[config.mk]
export PLATFORM = sky130hd
export DESIGN_NAME = hazard_ctrl_unit
export DESIGN_NICKNAME = d
export VERILOG_FILES = /design/src/rtl/hazard_ctrl_unit.sv
export SDC_FILE = /design/constraint.sdc
export NUM_CORES = 1
export LEC_CHECK = 0
export BUFFER_PORTS_ARGS = -buffer_cell sky130_fd_sc_hd__buf_2
export CAP_MARGIN = 20
export CORE_MARGIN = 5
export CORE_UTILIZATION = 30
export CTS_CLUSTER_DIAMETER = 200
export DETAILED_ROUTE_END_ITERATION = 12
export HOLD_SLACK_MARGIN = 0.03
export MAX_ROUTING_LAYER = met4
export SYNTH_ARGS = -nofsm -noshare
export SYNTH_HDL_FRONTEND = slang
export SYNTH_SLANG_ARGS = --single-unit
[constraint.sdc]
create_clock -name clk -period 2.9 [get_ports clk]
set_input_delay 0.435 -clock clk [delete_from_list [all_inputs] [get_ports clk]]
set_output_delay 0.435 -clock clk [all_outputs]
set_load 0.05 [all_outputs]
[src/rtl/hazard_ctrl_unit.sv]
// rtl/hazard_ctrl_unit.sv - pipeline stall/flush controller with multicycle EX hold and event counters

module hazard_ctrl_unit #(
  parameter int MC_CYCLES = 4,
  parameter int CNT_W     = 32
) (
  input  logic             clk,
  input  logic             reset,
  input  logic [4:0]       id_rs1,
  input  logic [4:0]       id_rs2,
  input  logic             id_rs1_used,
  input  logic             id_rs2_used,
  input  logic [4:0]       ex_rd,
  input  logic             ex_mem_read,
  input  logic             ex_mc_start,
  input  logic             ex_branch_taken,
  output logic             stall,
  output logic             flush,
  output logic             pc_write_en,
  output logic             if_id_write_en,
  output logic             mc_busy,
  output logic [CNT_W-1:0] stall_count,
  output logic [CNT_W-1:0] flush_count
);

  localparam int CW = $clog2(MC_CYCLES + 1);
  // Remaining busy cycles after the start cycle; the start cycle itself is spent in IDLE.
  localparam logic [CW-1:0] MC_LOAD = CW'(MC_CYCLES - 1);

  typedef enum logic {
    S_IDLE    = 1'b0,
    S_MC_BUSY = 1'b1
  } state_t;

  state_t           state_q, state_d;
  logic [CW-1:0]    cnt_q, cnt_d;
  logic [CNT_W-1:0] stall_count_q, stall_count_d;
  logic [CNT_W-1:0] flush_count_q, flush_count_d;
  logic             load_use;
  logic             rs1_hit, rs2_hit;

  // A load in EX whose destination feeds a source read in ID; x0 never creates a dependency.
  assign rs1_hit  = id_rs1_used & (id_rs1 == ex_rd);
  assign rs2_hit  = id_rs2_used & (id_rs2 == ex_rd);
  assign load_use = ex_mem_read & (ex_rd != 5'd0) & (rs1_hit | rs2_hit);

  // State register and multicycle occupancy counter.
  always_ff @(posedge clk or posedge reset) begin
    if (reset) begin
      state_q <= S_IDLE;
      cnt_q   <= '0;
    end else begin
      state_q <= state_d;
      cnt_q   <= cnt_d;
    end
  end

  // Next-state: a taken branch in IDLE suppresses the multicycle start; MC_BUSY ignores all inputs.
  always_comb begin
    state_d = state_q;
    cnt_d   = cnt_q;
    case (state_q)
      S_IDLE: begin
        if (!ex_branch_taken && ex_mc_start && (MC_CYCLES > 1)) begin
          state_d = S_MC_BUSY;
          cnt_d   = MC_LOAD;
        end
      end
      S_MC_BUSY: begin
        cnt_d = cnt_q - CW'(1);
        if (cnt_q == CW'(1)) begin
          state_d = S_IDLE;
        end
      end
      default: begin
        state_d = S_IDLE;
        cnt_d   = '0;
      end
    endcase
  end

  // Outputs: flush wins over stall; both forced low while reset is held.
  always_comb begin
    stall = 1'b0;
    flush = 1'b0;
    if (!reset) begin
      case (state_q)
        S_IDLE: begin
          if (ex_branch_taken) begin
            flush = 1'b1;
          end else if (ex_mc_start) begin
            stall = 1'b1;
          end else begin
            stall = load_use;
          end
        end
        S_MC_BUSY: begin
          stall = 1'b1;
        end
        default: begin
          stall = 1'b0;
          flush = 1'b0;
        end
      endcase
    end
  end

  assign pc_write_en    = ~stall;
  assign if_id_write_en = ~stall;
  assign mc_busy        = (state_q == S_MC_BUSY);

  // Saturating event counters: next value.
  always_comb begin
    stall_count_d = stall_count_q;
    flush_count_d = flush_count_q;
    if (stall && (stall_count_q != {CNT_W{1'b1}})) begin
      stall_count_d = stall_count_q + CNT_W'(1);
    end
    if (flush && (flush_count_q != {CNT_W{1'b1}})) begin
      flush_count_d = flush_count_q + CNT_W'(1);
    end
  end

  // Saturating event counters: registers.
  always_ff @(posedge clk or posedge reset) begin
    if (reset) begin
      stall_count_q <= '0;
      flush_count_q <= '0;
    end else begin
      stall_count_q <= stall_count_d;
      flush_count_q <= flush_count_d;
    end
  end

  assign stall_count = stall_count_q;
  assign flush_count = flush_count_q;

endmodule
### Word level (Yosys, flattened, before mapping)

Index checks and enable logic that the tools add are counted.

| word-level totals | value |
|---|---|
| register bits | 68 |
| logic and storage cells | 37 |

| cells by class | value |
|---|---|
| add/sub/neg operators | 3 |
| equality and inequality tests | 6 |
| muxes and demuxes | 12 |
| bitwise gates (word level) | 7 |
| reduce and logical (&&, ||, !) cells | 5 |

Operators with widths:

| cell | number |
|---|---|
| 32-bit by 1-bit adder with 32-bit output, second input constant | 2 |
| 32-bit inequality test, second input constant | 2 |
| 5-bit equality test | 2 |
| 1-bit two-way mux | 8 |
| 3-bit case mux with 2 select lines | 1 |
| 5-bit nonzero test | 1 |
| 1-bit bitwise AND | 4 |
| 1-bit case mux with 2 select lines | 2 |
| 3-bit by 1-bit equality test with 1-bit output, second input constant | 1 |
| 1-bit logical AND | 3 |
| 3-bit two-way mux | 1 |
| 3-bit by 1-bit subtractor with 3-bit output, second input constant | 1 |
| 2-bit inequality test, second input constant | 1 |
| 1-bit NOT | 2 |
| 1-bit logical NOT | 1 |
| 1-bit bitwise OR | 1 |

### Depth between registers and ports, before layout

Gate-level depths: netlist of the first run.

| logic depth | value |
|---|---|
| word-level depth | 9 |
| mapped depth | 8 |
| gate-level depth less buffers | 7 |

### Worst setup path after synthesis of the first run

Ideal clock, no wire load.

| timing | value |
|---|---|
| kind | input to output |
| from | input port reset |
| to | output port stall |
| arrival time | 2.911 ns |
| data required time | 2.465 ns |
| path slack | -0.446 ns |
| stages on the path | 5 |
| path buffers | 1 |
| path through | inv_1 o21a_1 o21ai_4 buf_2 inv_1 |

| between the ends | value |
|---|---|
| longest elaborated chain between the ends | 1 |

Ends and longest elaborated chain:

| element | line | RTL |
|---|---|---|
| start, declared | 8 | `input logic reset,` |
| 1-bit two-way mux | 86 | `if (!reset) begin` |
| end, declared | 17 | `output logic stall,` |

Every way passes these cells.

### Worst setup path in the final report of the first run

| timing | value |
|---|---|
| from | register state_q (netlist: mc_busy) |
| to | output port pc_write_en |

| between the ends | value |
|---|---|
| longest elaborated chain between the ends | 4 |

Ends and longest elaborated chain:

| element | line | RTL |
|---|---|---|
| start, declared | 35 | `state_t state_q, state_d;` |
| start signal, assigned | 53 | `state_q <= state_d;` |
| 1-bit NOT | -- |  |
| 1-bit case mux with 2 select lines (*) | 87 | `case (state_q)` |
| 1-bit two-way mux (*) | 86 |  |
| 1-bit NOT (*) | 108 | `assign pc_write_en = ~stall;` |
| end, declared | 19 | `output logic pc_write_en,` |

Every way passes the cells marked *; elsewhere a longest branch is shown, timed or not.

==> metrics.log, run 1 <==
[metrics] status: completed
[metrics] number of distinct library cells after synthesis: between 40 and 50
[metrics] chain of cells forming the critical path: nor2_1, o21ai_1, o21ai_4, buf_2
[metrics] maximum count of clock buffers along a single path: 2
[metrics] antenna-violating nets left: 0
[metrics] launching point of the worst reg2reg path: stall_count[0]
[metrics] number of hold buffers added after CTS: 0
[metrics] Slowest Stage Delay on Critical Path: roughly 0.66 ns
[metrics] cell at the root of the clock tree: clkbuf_16
[metrics] final cell count without fillers: between 500 and 600
[metrics] Antenna Diode Count: 0
[metrics] register-to-register setup slack: around 0.67 ns
[metrics] worst skew pair latency: between 0.3 and 0.4 ns
[metrics] largest net degree at the start of global routing: 69
[metrics] Final HPWL DP: 5870 um
[metrics] clock sink total: a little under 70
[metrics] async set-or-reset flop fraction in the synthesized netlist: 1.00
[metrics] EDFF count, synth: 0
[metrics] Hold WC Path Type: input port to asynchronous set/reset pin
[metrics] fraction of post-synthesis cell area in the top cell type by area: 0.487
[metrics] post-CTS setup buffer count: 0
[metrics] floorplan core area: 11400 um^2
[metrics] prevailing post-synth register cell: dfrtp_1
[metrics] routed via count: between 2000 and 3000
[metrics] antenna violations before repair: 0
[metrics] Critical Path Start Type: flop
[metrics] total nets after synthesis: approximately 350
[metrics] GRT Max-Usage Layer: met2
[metrics] Die Y: 118 um
[metrics] Static Leak: 2.25 nW
[metrics] Post-Route Skew: between 0.007 and 0.008 ns
[metrics] start point of the critical path: mc_busy
[metrics] post-detailed-route wirelength per cell: roughly 14 um
[metrics] Overall Power: slightly above 3 mW
[metrics] crit path capture type: output port
[metrics] worst supply voltage drop on vdd: around 0.00031 V
[metrics] die footprint: approximately 14000 um^2
[metrics] time the final worst path needs with I/O delays and setup: about 2.7 ns
[metrics] data required time of the critical path: 2.47 ns
[metrics] library cell occupying the most area in the post-synthesis netlist: dfrtp_1
[metrics] biggest area contributors in the synthesized netlist: dfrtp_1 (49%), xor2_1 (11%), xnor2_1 (7.0%)
[metrics] register clock-pin slew on the reported worst setup and hold paths: ~0.050 ns
[metrics] global-route wire length before repair: 14000 um
[metrics] Std-Cell Rows: 39
[metrics] Final Routed Wirelength: 8080 um
[metrics] Setup Total Neg Slack: 0 ns
[metrics] instance count after placement with tap cells included: around 550
[metrics] hold slack: roughly 0.42 ns
[metrics] final-layout fill cell count: around 1200
[metrics] Final Worst Setup Slack: 0.230 ns
[metrics] gate count of the mapped netlist: ~330
[metrics] global-route usage over all layers: 0.124
[metrics] fraction of power consumed by sequential logic: 0.387
[metrics] PortBufs: 90
[metrics] Critical Setup Path Class: flop to output port
[metrics] Final Util: 0.385
[metrics] depth of the CTS H-tree: 3
[metrics] remaining global-route overflow: 0
[metrics] Slowest cell on crit path: o21ai_4
[metrics] Post-Place Cell Area: 4090 um^2
[metrics] data arrival at the endpoint of the critical path: approximately 2.2 ns
[metrics] P&R area growth vs syn: 25.8%
[metrics] clock tree from TritonCTS: done
[metrics] power density over the cells: around 710 nW/um^2
[metrics] post-CTS sizing: 0
[metrics] top cells by instance count after synthesis: dfrtp_1 (68), xor2_1 (45), xnor2_1 (28), nand2_1 (25), nand4_1 (21)
[metrics] number of DRC markers in iteration 0: approximately 140
[metrics] GR met3 Demand/Resource: 0.0298
[metrics] post-synth design cell area: between 3000 and 4000 um^2
[metrics] post-route clock period utilization: 0.921
[metrics] Max Cap Viol: 0
[metrics] largest fanout on the critical path: 28
[metrics] Warnings, synthesis: 0
[metrics] routed vias/inst: a little under 5
[metrics] I/O pin total: roughly 90
[metrics] die width: roughly 120 um
[metrics] weighted congestion at the end of routability-driven global placement: about 0.81
[metrics] final design area excluding fillers: approximately 4400 um^2
[metrics] detailed-routing iteration count for the pre-antenna-repair pass: 4
[metrics] R2R cell count: 7
[metrics] number of synthesized register bits: between 60 and 70
[metrics] net switching power of the design: about 1.1 mW
[metrics] Final #Nets: ~450
[metrics] Max Freq: around 370 MHz
[metrics] Slew HR: 0.411
[metrics] Net Sw Frac: 0.363
[metrics] effective utilization at floorplan: 0.306
[metrics] destination of the critical timing path: pc_write_en
[metrics] logic gate share of total power: 0.258
[metrics] global routing met2 resource utilization: 0.186
[metrics] Worst-Margin Slew: 0.884 ns
[metrics] hold violation count in the final report: 0
[metrics] met1 Usage GRT: 0.164
[metrics] Mapped Avg Cell Area: approximately 11 um^2
[metrics] portion of total power attributed to the clock network: 0.355
[metrics] critical register-to-register path endpoint: stall_count[1]
[metrics] number of clock buffers inserted by TritonCTS: 9
[metrics] sequential element share of the synthesized area: 0.487
[metrics] layout cell share with drive strength beyond 1: 0.304
[metrics] setup repair after global routing missed its margin: no
[metrics] number of max-slew violations in the final report: 0
[metrics] design internal power: around 2.0 mW
[metrics] Setup WS pre-CTS: a little under 0.4 ns
[metrics] DRC viols: 0
[metrics] number of failing setup endpoints in the final timing report: 0
[metrics] number of global-route vias before repair: 2789
[metrics] most common cell in the netlist: dfrtp_1
## cells in the final DEF (no fill, tap or decap), drive strengths merged, types with 2 or more instances in the layout
master   n
clkbuf  11
and3    12
and4     6
nor3b    5
a21oi    2
nor4b    2
nor4    12
xnor2   28
nand2   25
inv      7
mux2     2
xor2    45
clkinv   4
or2      2
ha       4
or3      2
nor2b    2
o21ai    2
buf     93
nand4   22
nor3    21
nand3   22
dfrtp   68
nor2    19
## power by group through the flow
stage / Clock [mW] / Combinational [mW] / Sequential, mW
5_1_grt: 1.18 / 0.861 / 1.23
6_report: 1.10 / 0.803 / 1.20
2_1_floorplan: 0 / 0.365 / 1.47
4_1_cts: 1.13 / 0.812 / 1.21
3_5_place_dp: 0 / 0.810 / 1.22
3_3_place_gp: 0 / 0.805 / 1.21
## worst min path at each step
stage	startpoint	endpoint	slack, ns	cells after the start
2_1_floorplan	cnt_q[0]	cnt_q[0]	0.47	1
3_3_place_gp	stall_count[23]	stall_count[23]	0.47	1
3_5_place_dp	flush_count[31]	flush_count[31]	0.49	1
4_1_cts	reset	cnt_q[0]	0.48	3
5_1_grt	flush_count[31]	flush_count[31]	0.52	1
6_report	reset	cnt_q[0]	0.42	3
## state kept, by name, summed over array words and instances, names as in the netlist
register     flops
mc_busy          1
cnt_q            3
flush_count     32
stall_count     32
## cell type report
type / count / area [um^2] / share of cell area
Inverter: 8 / 33.8 / 0.00768
Clock buffer: 11 / 253 / 0.0575
Clock inverter: 5 / 50.0 / 0.0114
Sequential cell: 68 / 1700 / 0.387
Tap cell: 143 / 179 / 0.0407
Timing Repair Buffer: 93 / 473 / 0.108
Multi-Input combinational cell: 242 / 1710 / 0.388
## worst max-delay path, delay by kind of cell, from the launching register on
kind                   cells  cell delay [ns]
DFF                        1             0.51
and+or+nand+nor            1             0.19
buffers and inverters      1             0.40
AOI/OAI and AO/OA          2             0.80
## per-layer routing
metal  share of wire  vias up
li1                -     1340
met1            0.48     1341
met2            0.46       55
met3           0.044       13
met4           0.019        0
met5               0        -
## kinds of logic (layout without fill, tap and decap cells)
| logic type | Yosys count | count (layout) | share of synthesized area |
|---|---|---|---|
| buffers and inverters | 17 | 117 | 0.0251 |
| AND/OR/NAND/NOR | 154 | 154 | 0.264 |
| multiplexers | 2 | 2 | 0.00751 |
| XOR/XNOR | 73 | 73 | 0.183 |
| AO/OA/AOI/OAI | 9 | 9 | 0.0193 |
| adder cells (fa/ha/maj) | 4 | 4 | 0.0143 |
| flip-flops | 68 | 68 | 0.487 |
(Power assumes the default switching activity.)
==> run 2: changes to the inputs <==
- clock period: 2.9 -> 2.36 ns (I/O delays scaled with it)
==> metrics.log, run 2 (same netlist as run 1, synthesis figures left out) <==
[metrics] status: completed
[metrics] P&R area growth vs syn: 28.5%
[metrics] Critical Path Start Type: flop
[metrics] Post-Route Skew: roughly 0.0087 ns
[metrics] Post-Place Cell Area: 4120 um^2
[metrics] effective utilization at floorplan: 0.306
[metrics] number of clock buffers inserted by TritonCTS: 9
[metrics] Critical Setup Path Class: flop to flop
[metrics] top library cells by usage in the layout, fill and taps aside: buf_2 (90), dfrtp_1 (68), xor2_1 (45), xnor2_1 (28), nand2_1 (25)
[metrics] final cell count without fillers: approximately 580
[metrics] cell at the root of the clock tree: clkbuf_16
[metrics] largest fanout on the critical path: 18
[metrics] routed via count: 2788
[metrics] number of DRC markers in iteration 0: 130
[metrics] weighted congestion at the end of routability-driven global placement: around 0.81
[metrics] Final HPWL DP: between 6000 and 7000 um
[metrics] clock sink total: ~70
[metrics] time the final worst path needs with I/O delays and setup: roughly 2.2 ns
[metrics] logic gate share of total power: 0.258
[metrics] Max Cap Viol: 0
[metrics] Setup Total Neg Slack: 0 ns
[metrics] die footprint: 13900 um^2
[metrics] worst supply voltage drop on vdd: around 0.00034 V
[metrics] depth of the CTS H-tree: 3
[metrics] Overall Power: just over 4 mW
[metrics] I/O pin total: a little over 90
[metrics] fraction of power consumed by sequential logic: 0.359
[metrics] Max Freq: 464 MHz
[metrics] worst skew pair latency: between 0.3 and 0.4 ns
[metrics] remaining global-route overflow: 0
[metrics] PortBufs: 90
[metrics] global-route wire length before repair: 14400 um
[metrics] floorplan core area: ~11000 um^2
[metrics] detailed-routing iteration count for the pre-antenna-repair pass: 4
[metrics] post-detailed-route wirelength per cell: between 10 and 15 um
[metrics] number of max-slew violations in the final report: 0
[metrics] post-route clock period utilization: 0.913
[metrics] Antenna Diode Count: 0
[metrics] setup repair after global routing missed its margin: no
[metrics] Hold WC Path Type: input port to asynchronous set/reset pin
[metrics] layout cell share with drive strength beyond 1: 0.315
[metrics] final design area excluding fillers: 4490 um^2
[metrics] antenna-violating nets left: 0
[metrics] clock tree from TritonCTS: done
[metrics] Slew HR: 0.410
[metrics] power density over the cells: 909 nW/um^2
[metrics] DRC viols: 0
[metrics] portion of total power attributed to the clock network: 0.383
[metrics] most common cell after layout, fill and taps aside: buf_2
[metrics] Die Y: approximately 120 um
[metrics] routed vias/inst: a little under 5
[metrics] Std-Cell Rows: 39
[metrics] data required time of the critical path: around 2.6 ns
[metrics] crit path capture type: flop
[metrics] global-route usage over all layers: 0.129
[metrics] Static Leak: 2.28 nW
[metrics] Final Util: 0.393
[metrics] largest net degree at the start of global routing: 69
[metrics] data arrival at the endpoint of the critical path: 2.36 ns
[metrics] Final #Nets: 453
[metrics] number of failing setup endpoints in the final timing report: 0
[metrics] hold violation count in the final report: 0
[metrics] number of global-route vias before repair: between 2000 and 3000
[metrics] net switching power of the design: 1.43 mW
[metrics] antenna violations before repair: 0
[metrics] design internal power: 2.66 mW
[metrics] die width: between 100 and 150 um
[metrics] register clock-pin slew on the reported worst setup and hold paths: ~0.060 ns
[metrics] maximum count of clock buffers along a single path: 2
[metrics] Net Sw Frac: 0.350
[metrics] Final Routed Wirelength: approximately 8600 um
[metrics] instance count after placement with tap cells included: 557
[metrics] number of hold buffers added after CTS: 0
[metrics] Worst-Margin Slew: just under 0.9 ns
## run 2: cell types whose count changed in the layout (fill, tap and decap cells not counted)
cell        delta
buf_4          +3
buf_6          +1
bufinv_16      +2
clkbuf_8       -1
clkinv_2       -3
clkinv_4       +1
clkinvlp_4     +2
inv_1          -1
o21ai_2        +1
## run 2: power by group through the flow
stage	Sequential (mW)	Clock [mW]	Combinational (mW)
2_1_floorplan	1.81	0	0.468
3_3_place_gp	1.48	0	1.03
3_5_place_dp	1.49	0	1.04
4_1_cts	1.47	1.61	1.07
5_1_grt	1.49	1.64	1.13
6_report	1.47	1.56	1.05
## run 2: repair_timing
item / in CTS / in global routing
endpoints found under the hold margin: 0 / 0
setup buffers: 1 / 0
cloned: 1 / 0
setup endpoints to repair: 3 / 2
pin swaps: 1 / 0
gates resized for setup: 0 / 1
## run 2: worst paths after layout
path / end / start / cells past startpoint / slack [ns]
max: stall_count[2] / stall_count[0] / 7 / 0.21
min: cnt_q[0] / reset / 3 / 0.36
max reg2reg: stall_count[2] / stall_count[0] / 7 / 0.21
min reg2reg: flush_count[31] / flush_count[31] / 1 / 0.49
max in group asynchronous: stall_count[15] / reset / 3 / 1.43
min in group clk: cnt_q[1] / ex_branch_taken / 4 / 0.44
## run 2: layer usage
| metal | track usage | vias up | share of wire |
|---|---|---|---|
| met3 | 0.0298 | 6 | 0.042 |
| met1 | 0.171 | 1358 | 0.47 |
| met4 | 0.0495 | 0 | 0.013 |
| met5 | - | - | 0 |
| li1 | - | 1357 | - |
| met2 | 0.193 | 67 | 0.48 |
## run 2: layout make-up
cell class	count	area [um^2]
fillers	1133	6930
multi-input cells	243	1720
flip-flops and latches	68	1700
repair buffers	97	507
clock buffers	10	239
well taps	143	179
clock inverters	6	111
inverters	8	37.5
## run 2: stage by stage
stage	hold WS, ns	setup WS [ns]
2_1_floorplan	0.474	-0.236
3_3_place_gp	0.480	0.0531
3_5_place_dp	0.485	0.0166
4_1_cts	0.395	0.119
5_1_grt	0.458	0.0409
6_report	0.359	0.206
## run 2: worst max-delay path: stages, from the launching register on
cell and delay (ns):
dfrtp_1 0.43, ha_1 0.22, nand3_2 0.15, or3_4 0.47
nor3_4 0.26, buf_6 0.23, nor3b_1 0.09, xor2_1 0.17
